**src/rtl/adder_operand_recover.sv**
```systemverilog
//==============================================================================
// Module      : adder_operand_recover
// Description : Recovers b = sum - a from an adder transaction through a
//               2-stage valid/ready pipeline and counts out-of-range results.
// Revision    : 1.0 - initial release
//==============================================================================
`default_nettype none

module adder_operand_recover (
    input  logic       clk,
    input  logic       rst_n,
    input  logic       in_valid,
    output logic       in_ready,
    input  logic [7:0] in_sum,
    input  logic [6:0] in_a,
    output logic       out_valid,
    input  logic       out_ready,
    output logic [6:0] out_b,
    output logic       out_err,
    output logic [7:0] err_cnt
);

    localparam logic [7:0] C_CNT_MAX = 8'hFF;

    logic       r_s1_v;
    logic [7:0] r_s1_sum;
    logic [6:0] r_s1_a;
    logic       r_out_valid;
    logic [6:0] r_out_b;
    logic       r_out_err;
    logic [7:0] r_err_cnt;

    logic       w_s2_adv;
    logic [8:0] w_diff;
    logic       w_err;
    logic       w_deliver;

    assign w_s2_adv  = !r_out_valid || out_ready;
    assign in_ready  = !r_s1_v || w_s2_adv;
    assign w_deliver = r_out_valid && out_ready;

    // Bit 8 flags a negative difference, bit 7 a magnitude above 127.
    assign w_diff = {1'b0, r_s1_sum} - {2'b00, r_s1_a};
    assign w_err  = w_diff[8] | w_diff[7];

    always_ff @(posedge clk or negedge rst_n) begin
        if (!rst_n) begin
            r_s1_v   <= 1'b0;
            r_s1_sum <= 8'd0;
            r_s1_a   <= 7'd0;
        end else if (in_ready) begin
            r_s1_v <= in_valid;
            if (in_valid) begin
                r_s1_sum <= in_sum;
                r_s1_a   <= in_a;
            end
        end
    end

    always_ff @(posedge clk or negedge rst_n) begin
        if (!rst_n) begin
            r_out_valid <= 1'b0;
            r_out_b     <= 7'd0;
            r_out_err   <= 1'b0;
        end else if (w_s2_adv) begin
            r_out_valid <= r_s1_v;
            if (r_s1_v) begin
                r_out_b   <= w_err ? 7'd0 : w_diff[6:0];
                r_out_err <= w_err;
            end
        end
    end

    always_ff @(posedge clk or negedge rst_n) begin
        if (!rst_n) begin
            r_err_cnt <= 8'd0;
        end else if (w_deliver && r_out_err && (r_err_cnt != C_CNT_MAX)) begin
            r_err_cnt <= r_err_cnt + 8'd1;
        end
    end

    assign out_valid = r_out_valid;
    assign out_b     = r_out_b;
    assign out_err   = r_out_err;
    assign err_cnt   = r_err_cnt;

endmodule

`default_nettype wire
```
**config.mk**
```make
export PLATFORM = sky130hd
export DESIGN_NAME = adder_operand_recover
export DESIGN_NICKNAME = d
export VERILOG_FILES = /design/src/rtl/adder_operand_recover.sv
export SDC_FILE = /design/constraint.sdc
export NUM_CORES = 1
export LEC_CHECK = 0
export ABC_CLOCK_PERIOD_IN_PS = 2300
export CAP_MARGIN = 0
export CORE_MARGIN = 2
export CORE_UTILIZATION = 45
export DETAILED_ROUTE_END_ITERATION = 16
export GPL_TIMING_DRIVEN = 0
export PLACE_DENSITY_LB_ADDON = 0.15
export SLEW_MARGIN = 20
export SYNTH_ARGS = -nofsm -noshare
export SYNTH_HDL_FRONTEND = slang
export SYNTH_SLANG_ARGS = --single-unit
```
**constraint.sdc**
```tcl
create_clock -name clk -period 2.3 [get_ports clk]
set_input_delay 0.23 -clock clk [delete_from_list [all_inputs] [get_ports clk]]
set_output_delay 0.23 -clock clk [all_outputs]
set_load 0.01 [all_outputs]
```
# Yosys cells after proc, flatten, opt, wreduce, memory -nomap -nowiden
# Cells that the tools add are included.
# word_totals
regBits	33
in_bits	19
out_inout_bits	18
wordCells	21
# op_classes
addsub	2
eq_ne	1
muxes	1
n_bitwise	1
n_reduce_logical	9
# ops
cell	n
$sub 8x7->9	1
$add 8x1->8 const B	1
$ne 8x8->1 const B	1
$mux 7	1
$reduce_and 2->1	2
$logic_and 1x1->1	3
$logic_not 1->1	2
$logic_or 1x1->1	2
$or 1x1->1	1

# Longest topological paths before layout
# Gate-level depths: netlist of the first run.
# logic_depth
depth_word	4
ltp_mapped	8
mapped_depth_nobuf	8

# Worst setup path after synthesis of the first run
# OpenSTA, ideal clock, no wires.
# synth_timing
path_type	reg-to-reg
startpoint	register r_s1_sum[0]
endpoint	register r_out_err (netlist: out_err)
t_arrival_ns	1.961
t_required_ns	2.172
path_slack_ns	0.212
path_stages_with_launch	9
n_path_buf	0
period_less_slack_ns	2.088
cell_sequence	dfrtp_1 -> inv_1 -> ha_1 -> fa_1 -> nand2b_1 -> o2bb2ai_1 -> a2111oi_4 -> a211oi_2 -> mux2_1
# synth_between
elab_chain_cells	2
# synth_rtl
element	line_no	source
start, declared	26	logic [7:0] r_s1_sum;
start signal, assigned	54	r_s1_sum <= in_sum;
$sub 8x7->9	43	assign w_diff = {1'b0, r_s1_sum} - {2'b00, r_s1_a};
$or 1x1->1	44	assign w_err = w_diff[8] | w_diff[7];
end signal, assigned	69	r_out_err <= w_err;
end, declared	30	logic r_out_err;
# Every way passes these cells.
# A chain may end at the register's enable or synchronous reset.

# Worst setup path after layout of the first run
# Ends and elaborated chain as after synthesis.

==> results of run 1 <==
==> synthesized netlist by cell type, drive strengths merged <==
master   count
dfrtp       33
mux2        17
nand2       15
ha           9
inv          9
o21ai        7
nor2         6
nand2b       4
o31ai        4
xnor2        4
xor2         4
nand4        3
o21a         3
a2111oi      2
a21o         2
a21oi        2
nand3b       2
nor3         2
o2bb2ai      2
a211o        1
a211oi       1
and2         1
and3         1
buf          1
clkbuf       1
fa           1
nand3        1
nor2b        1
o2111a       1
o2111ai      1
o31a         1
o41ai        1
or2b         1
==> cell type report <==
| cell class | instances | share of cell area [%] |
|---|---|---|
| clock inverters | 1 | 1.316 |
| inverters | 9 | 1.480 |
| plain buffers | 2 | 0.3838 |
| clock buffers | 7 | 3.783 |
| well taps | 48 | 2.632 |
| repair buffers | 38 | 17.21 |
| flip-flops and latches | 33 | 36.18 |
| multi-input cells | 100 | 37.01 |
==> logic make-up (layout without fill, tap and decap cells) <==
group / Yosys count / after routing / share of synthesized area, %
AO/OA/AOI/OAI: 28 / 28 / 14.16
XOR/XNOR: 8 / 8 / 4.151
adder cells (fa/ha/maj): 10 / 10 / 7.858
buffers and inverters: 11 / 57 / 2.520
flip-flops: 33 / 33 / 48.93
multiplexers: 17 / 17 / 11.34
AND/OR/NAND/NOR: 37 / 37 / 11.04
==> state kept, by name, summed over array words and instances, names as in the netlist <==
signal,count
r_s1_a,7
r_s1_v,1
err_cnt,8
out_err,1
out_valid,1
out_b,7
r_s1_sum,8
==> per-stage QoR <==
step / power, mW / hold slack, ps / worst slack [ps] / utilization [%]
2_1_floorplan: 1.313 / -65.59 / 211.7 / -
3_3_place_gp: 1.643 / 462.9 / 67.75 / 58.02
3_5_place_dp: 1.676 / 183.4 / 73.66 / 58.64
4_1_cts: 2.240 / 417.0 / 45.95 / 62.12
5_1_grt: 2.420 / 449.4 / 18.12 / 62.81
6_report: 2.256 / 418.7 / 184.2 / 62.81
==> per-layer routing <==
| metal | part of all wire (%) | GRT usage, % | vias to the layer above |
|---|---|---|---|
| met5 | 0 | 0 | - |
| met1 | 50 | 23.94 | 560 |
| met2 | 46 | 25.13 | 27 |
| li1 | - | - | 599 |
| met3 | 4.1 | 4.110 | 2 |
| met4 | 0.32 | 5.469 | 0 |
==> power breakdown <==
part	leakage (nW)	internal (mW)	switching (mW)
Sequential	0.402	0.729	0.121
Clock	0.0585	0.353	0.202
Combinational	0.540	0.472	0.379
Total	1.00	1.55	0.703
==> timing repair <==
item | in CTS | in global routing
hold endpoints to repair | 15 | 0
buffers inserted | 0 | 0
setup endpoints to repair | 0 | 6
hold buffers | 1 | 0
resized for setup | 0 | 4
==> final timing paths <==
path	depth (start not counted)	end	start	slack [ps]
setup / recovery	8	out_err$_DFFE_PN0P_	r_s1_sum[0]$_DFFE_PN0P_	180
hold / removal	2	out_b[6]$_DFFE_PN0P_	rst_n	420
setup reg to reg	8	out_err$_DFFE_PN0P_	r_s1_sum[0]$_DFFE_PN0P_	180
hold reg to reg	2	out_b[5]$_DFFE_PN0P_	out_b[5]$_DFFE_PN0P_	480
max in group asynchronous	3	err_cnt[0]$_DFFE_PN0P_	rst_n	1460
min in group clk	2	out_b[5]$_DFFE_PN0P_	out_b[5]$_DFFE_PN0P_	480
==> worst register-to-register path, delay by kind of cell (launching register included) <==
kind / cells / cell delay [ps]
DFF: 1 / 350
adders and majority gates: 2 / 610
and+or+nand+nor: 1 / 160
AOI/OAI and AO/OA: 3 / 510
buffers and inverters: 1 / 60
muxes: 1 / 310
==> key figures, run 1 <==
Logic synthesis
  • Synth Instances: 144
  • Largest cells by area after synthesis: dfrtp_1, mux2_2, ha_1
  • Distinct cells, synth: 35
  • Post-Syn Area: 0.001688 mm2
  • Post-synth top area cell: dfrtp_1
  • Flops & latches, synth: 33
  • Avg Cell Area, Syn: 11.72 um2
  • Sequential area share after synthesis: 48.93%
  • Synth top area share: 48.93%
  • Synth Net Count: 173
  • YS warnings: 0

Worst setup path
  • Worst Path Arrival: 2280 ps
  • Buf+Inv Stages, Crit Path: 1
  • Critical-path top delay cell: fa_1
  • Nature of the critical path startpoint: flop
  • CP cell instances: inv_1, ha_1, fa_1, nand2b_4, o2bb2ai_2, a2111oi_4, a211oi_4, mux2_4
  • Cell family with most CP delay: adder cells
  • Crit-path max cell delay: 400 ps
  • Crit Path Max Fanout: 8
  • Critical Path End Type: flop
  • Setup CP Type: reg2reg
  • Critical path data required time: 2460 ps

Global routing
  • Grt total ovfl: 0
  • GRT Overall Usage: 16.78%
  • Pin count of the biggest net entering global routing: 19
  • Global-route wire length before repair: 5506 um
  • Vias in the first global route: 1204
  • Initial antenna violation count: 0

Floorplan
  • Starting density of the core: 46.45%
  • Ports: 37
  • Core ar.: 0.003633 mm2
  • Die ar.: 0.004257 mm2
  • FP Rows: 22
  • Die X: 65.25 um
  • Die Y: 65.25 um

STA
  • Final worst path period need: 2116 ps
  • Clk_skew: 5.169 ps
  • Endpoints failing setup: 0
  • Max Clk Rate: 472.6 MHz
  • Slew headroom: 47.30%
  • Fin. max-slew vios: 0
  • Setup TNS: 0 ps
  • Period utilization: 91.99%
  • Final hold vios: 0
  • Unrepaired setup endpoints after global routing: false
  • Slew at the pin closest to its max-slew limit: 770.6 ps

Clocking
  • Clock Tree Root: clkbuf_8
  • Sinks on Clock Net: 33
  • Max Root-Sink Buffers: 2
  • H-tree depth: 2
  • CTS Buf Count: 5
  • Clock Pin Slew Worst Setup and Hold Paths: 70 ps
  • TritonCTS clock tree: built
  • Clock Latency Late Sink: 280 ps

Final layout
  • Non-Filler Cell Area, Final: 0.002282 mm2
  • Commonest non-fill, non-tap cell in the layout: clkdlybuf4s50_1
  • Filler Cells Inserted: 323
  • FF+latch area: 825.8 um2
  • Multi-input gate area: 844.6 um2
  • Area growth from synthesis to layout: 35.21%
  • Most frequent cells in the layout: clkdlybuf4s50_1, dfrtp_1, mux2_2
  • Fraction of layout cells with a size suffix above 1: 17.89%
  • ANT cells: 0
  • Layout Cells excl Fill: 238
  • Nets: 218

Placement
  • Dpl cell area: 0.002131 mm2
  • Placed cells: 229
  • Final Wtd Congestion: 0.7852
  • Dpl hpwl: 2472 um
  • IO buf count: 36

Drt
  • Final ANT Viol Nets: 0
  • Residual DRC: 0
  • Drt pass-1 iters: 4
  • Vias: 1188
  • WL/cell: 13.18 um
  • Vias/cell: 4.992
  • Initial drt markers: 31
  • Final WL: 3137 um

Worst hold path
  • Worst Hold Class: in2async

Power
  • PwrDens: 988.7 mW/mm2
  • Leakage: 1.001 nW
  • Maximum VDD drop: 0.0004106 V

Run status
  • Run status: complete, no violations

Job
  • Max cap viols: 0
Power figures use the tool's default switching activity.
==> inputs of run 2 (changes only) <==
Settings changed: CTS_BUF_LIST from default to sky130_fd_sc_hd__clkbuf_4 sky130_fd_sc_hd__clkbuf_8, PLACE_DENSITY_LB_ADDON 0.15 to 0.1.
==> run 2 against run 1 <==
  * Critical endpoint unchanged
  * Register-to-register slack worse by 60 ps
  * Global-route usage down 0.18 points
  * Largest cell class unchanged
  * Critical path depth unchanged
  * Wire length down 3.0%
  * Highest routed layer unchanged
  * The flow now finishes with violations (negative hold slack)
==> key figures, run 2 (synthesis gave the netlist of run 1 again) <==
Worst setup path
  • Worst Path Arrival: 2340 ps (+60 ps)
  • Setup CP Type: reg2reg
  • R2R Setup Slk: 130 ps (-60 ps)
  • Crit Path Max Fanout: 8 (unchanged)
  • Nature of the critical path startpoint: flop
  • Critical path data required time: 2470 ps (about the same)
  • Critical Path End Type: flop
  • Reg2Reg Capture Point: out_err$_DFFE_PN0P_
  • Critical R2R Launch: r_s1_sum[0]$_DFFE_PN0P_
  • Worst Reg-to-Reg Cells: 8 (unchanged)

Clocking
  • CTS Buf Count: 5 (unchanged)
  • TritonCTS clock tree: built
  • Clock Latency Late Sink: 280 ps (about the same)
  • Setup Fix Bufs, Post-CTS: 0 (unchanged)
  • Sinks on Clock Net: 33 (unchanged)
  • Max Root-Sink Buffers: 2 (unchanged)
  • Clock Tree Root: clkbuf_8
  • Clock Pin Slew Worst Setup and Hold Paths: 70 ps (about the same)
  • H-tree depth: 2 (unchanged)

Final layout
  • Finished Core Util: 60.88% (-1.9 points)
  • ANT cells: 0 (unchanged)
  • Commonest non-fill, non-tap cell in the layout: clkdlybuf4s50_1
  • Filler Cells Inserted: 323 (unchanged)
  • Area growth from synthesis to layout: 31.06%
  • Fraction of layout cells with a size suffix above 1: 17.55% (-0.34 points)
  • Most frequent cells in the layout: clkdlybuf4s50_1, dfrtp_1, mux2_2
  • Nets: 216 (-0.92%)

Global routing
  • GRT Overall Usage: 16.60% (-0.18 points)
  • Vias in the first global route: 1173 (-2.6%)
  • Global-route wire length before repair: 5402 um (-1.9%)
  • Pin count of the biggest net entering global routing: 34 (+15)
  • Initial antenna violation count: 0 (unchanged)
  • Grt total ovfl: 0 (unchanged)

Run status
  • Failing checks: negative hold slack
  • Run status: finished with violations

Floorplan
  • Die X: 65.25 um (unchanged)
  • FP Rows: 22 (unchanged)
  • Die Y: 65.25 um (unchanged)
  • Core ar.: 0.003633 mm2 (unchanged)
  • Starting density of the core: 46.45% (unchanged)
  • Die ar.: 0.004257 mm2 (unchanged)
  • Ports: 37 (unchanged)

Placement
  • Final Wtd Congestion: 0.7542 (-3.9%)
  • Dpl hpwl: 2343 um (-5.2%)
  • IO buf count: 36 (unchanged)

Drt
  • Final ANT Viol Nets: 0 (unchanged)
  • Final WL: 3044 um (-3.0%)
  • Vias/cell: 5.106 (+2.3%)
  • Residual DRC: 0 (unchanged)
  • Vias: 1205 (+1.4%)
  • Initial drt markers: 44 (+42%)
  • WL/cell: 12.90 um (-2.1%)
  • Drt pass-1 iters: 4 (unchanged)

STA
  • Endpoints failing setup: 0 (unchanged)
  • Final worst path period need: 2171 ps (+55.02 ps)
  • Setup TNS: 0 ps (unchanged)
  • Fin Hold WS: -14.36 ps (-433.1 ps)
  • Final hold vios: 19 (+19)
  • Clk_skew: 2.989 ps (-2.180 ps)
  • Slew headroom: 47.33% (about the same)
  • Unrepaired setup endpoints after global routing: false
  • Period utilization: 94.38% (+2.4 points)
  • Slew at the pin closest to its max-slew limit: 770.1 ps (-0.4842 ps)
  • Max Clk Rate: 460.7 MHz (-2.5%)
  • Fin. max-slew vios: 0 (unchanged)

Job
  • Max cap viols: 0 (unchanged)

Power
  • Maximum VDD drop: 0.0005493 V (+34%)
  • Leakage: 0.9661 nW (-3.5%)
  • PwrDens: 958.4 mW/mm2 (-3.1%)

Worst hold path
  • Worst Hold Class: in2async
-- run 2: timing repair --
item | CTS | global route
setup endpoints to repair | 0 | 5
hold buffers | 0 | 0
resized for setup | 0 | 3
-- run 2: where the power goes --
group          switching (mW)  total, mW  internal, mW
registers               0.120      0.849         0.728
clock network           0.206      0.443         0.237
logic                   0.368      0.828         0.460
-- run 2: how the worst max path moves through the flow --
stage	start	end
finish	r_s1_sum[0]$_DFFE_PN0P_	out_err$_DFFE_PN0P_
global route	r_s1_sum[0]$_DFFE_PN0P_	out_b[6]$_DFFE_PN0P_
CTS	r_s1_sum[0]$_DFFE_PN0P_	out_b[6]$_DFFE_PN0P_
detailed placement	r_s1_sum[0]$_DFFE_PN0P_	out_err$_DFFE_PN0P_
global placement	r_s1_sum[0]$_DFFE_PN0P_	out_err$_DFFE_PN0P_
floorplan	r_s1_sum[0]$_DFFE_PN0P_	out_err$_DFFE_PN0P_
-- run 2: layout make-up --
class	count	area, um2	share of cell area, %
Multi-Input combinational cell	100	837.1	37.84
Sequential cell	33	825.8	37.33
Timing Repair Buffer	36	355.3	16.06
Clock buffer	7	83.83	3.790
Tap cell	48	60.06	2.715
Inverter	9	33.78	1.527
Buffer	2	8.758	0.3959
Clock inverter	1	7.507	0.3394
-- run 2: through the flow --
step | area [um2] | hold slack, ps | std cells | total power, mW | setup WS, ps
6_report | 2212 | -14.36 | 236 | 2.120 | 129.2
3_5_place_dp | 2103 | 321.4 | 228 | 1.664 | 59.72
2_1_floorplan | 1688 | -65.59 | 144 | 1.313 | 211.7
5_1_grt | 2212 | 50.80 | 236 | 2.283 | 11.78
4_1_cts | 2195 | 13.88 | 236 | 2.115 | 41.96
3_3_place_gp | 2108 | 459.5 | 228 | 1.642 | 67.74
-- run 2: metal layers --
metal | wire (um) | global-route usage, % | up-vias | share of wire (%)
met4 | 43 | 4.688 | 0 | 1.4
met1 | 1413 | 22.25 | 574 | 46
met3 | 153 | 4.966 | 6 | 5.0
li1 | - | - | 594 | -
met2 | 1434 | 26.15 | 31 | 47
met5 | 0 | 0 | - | 0
-- run 2: worst max-delay path, cell delays in order (launching register included) --
cell,delay (ps)
dfrtp_1,360
inv_1,70
ha_1,210
fa_1,390
nand2b_1,200
o2bb2ai_2,160
a2111oi_4,270
a211oi_4,110
mux2_4,310
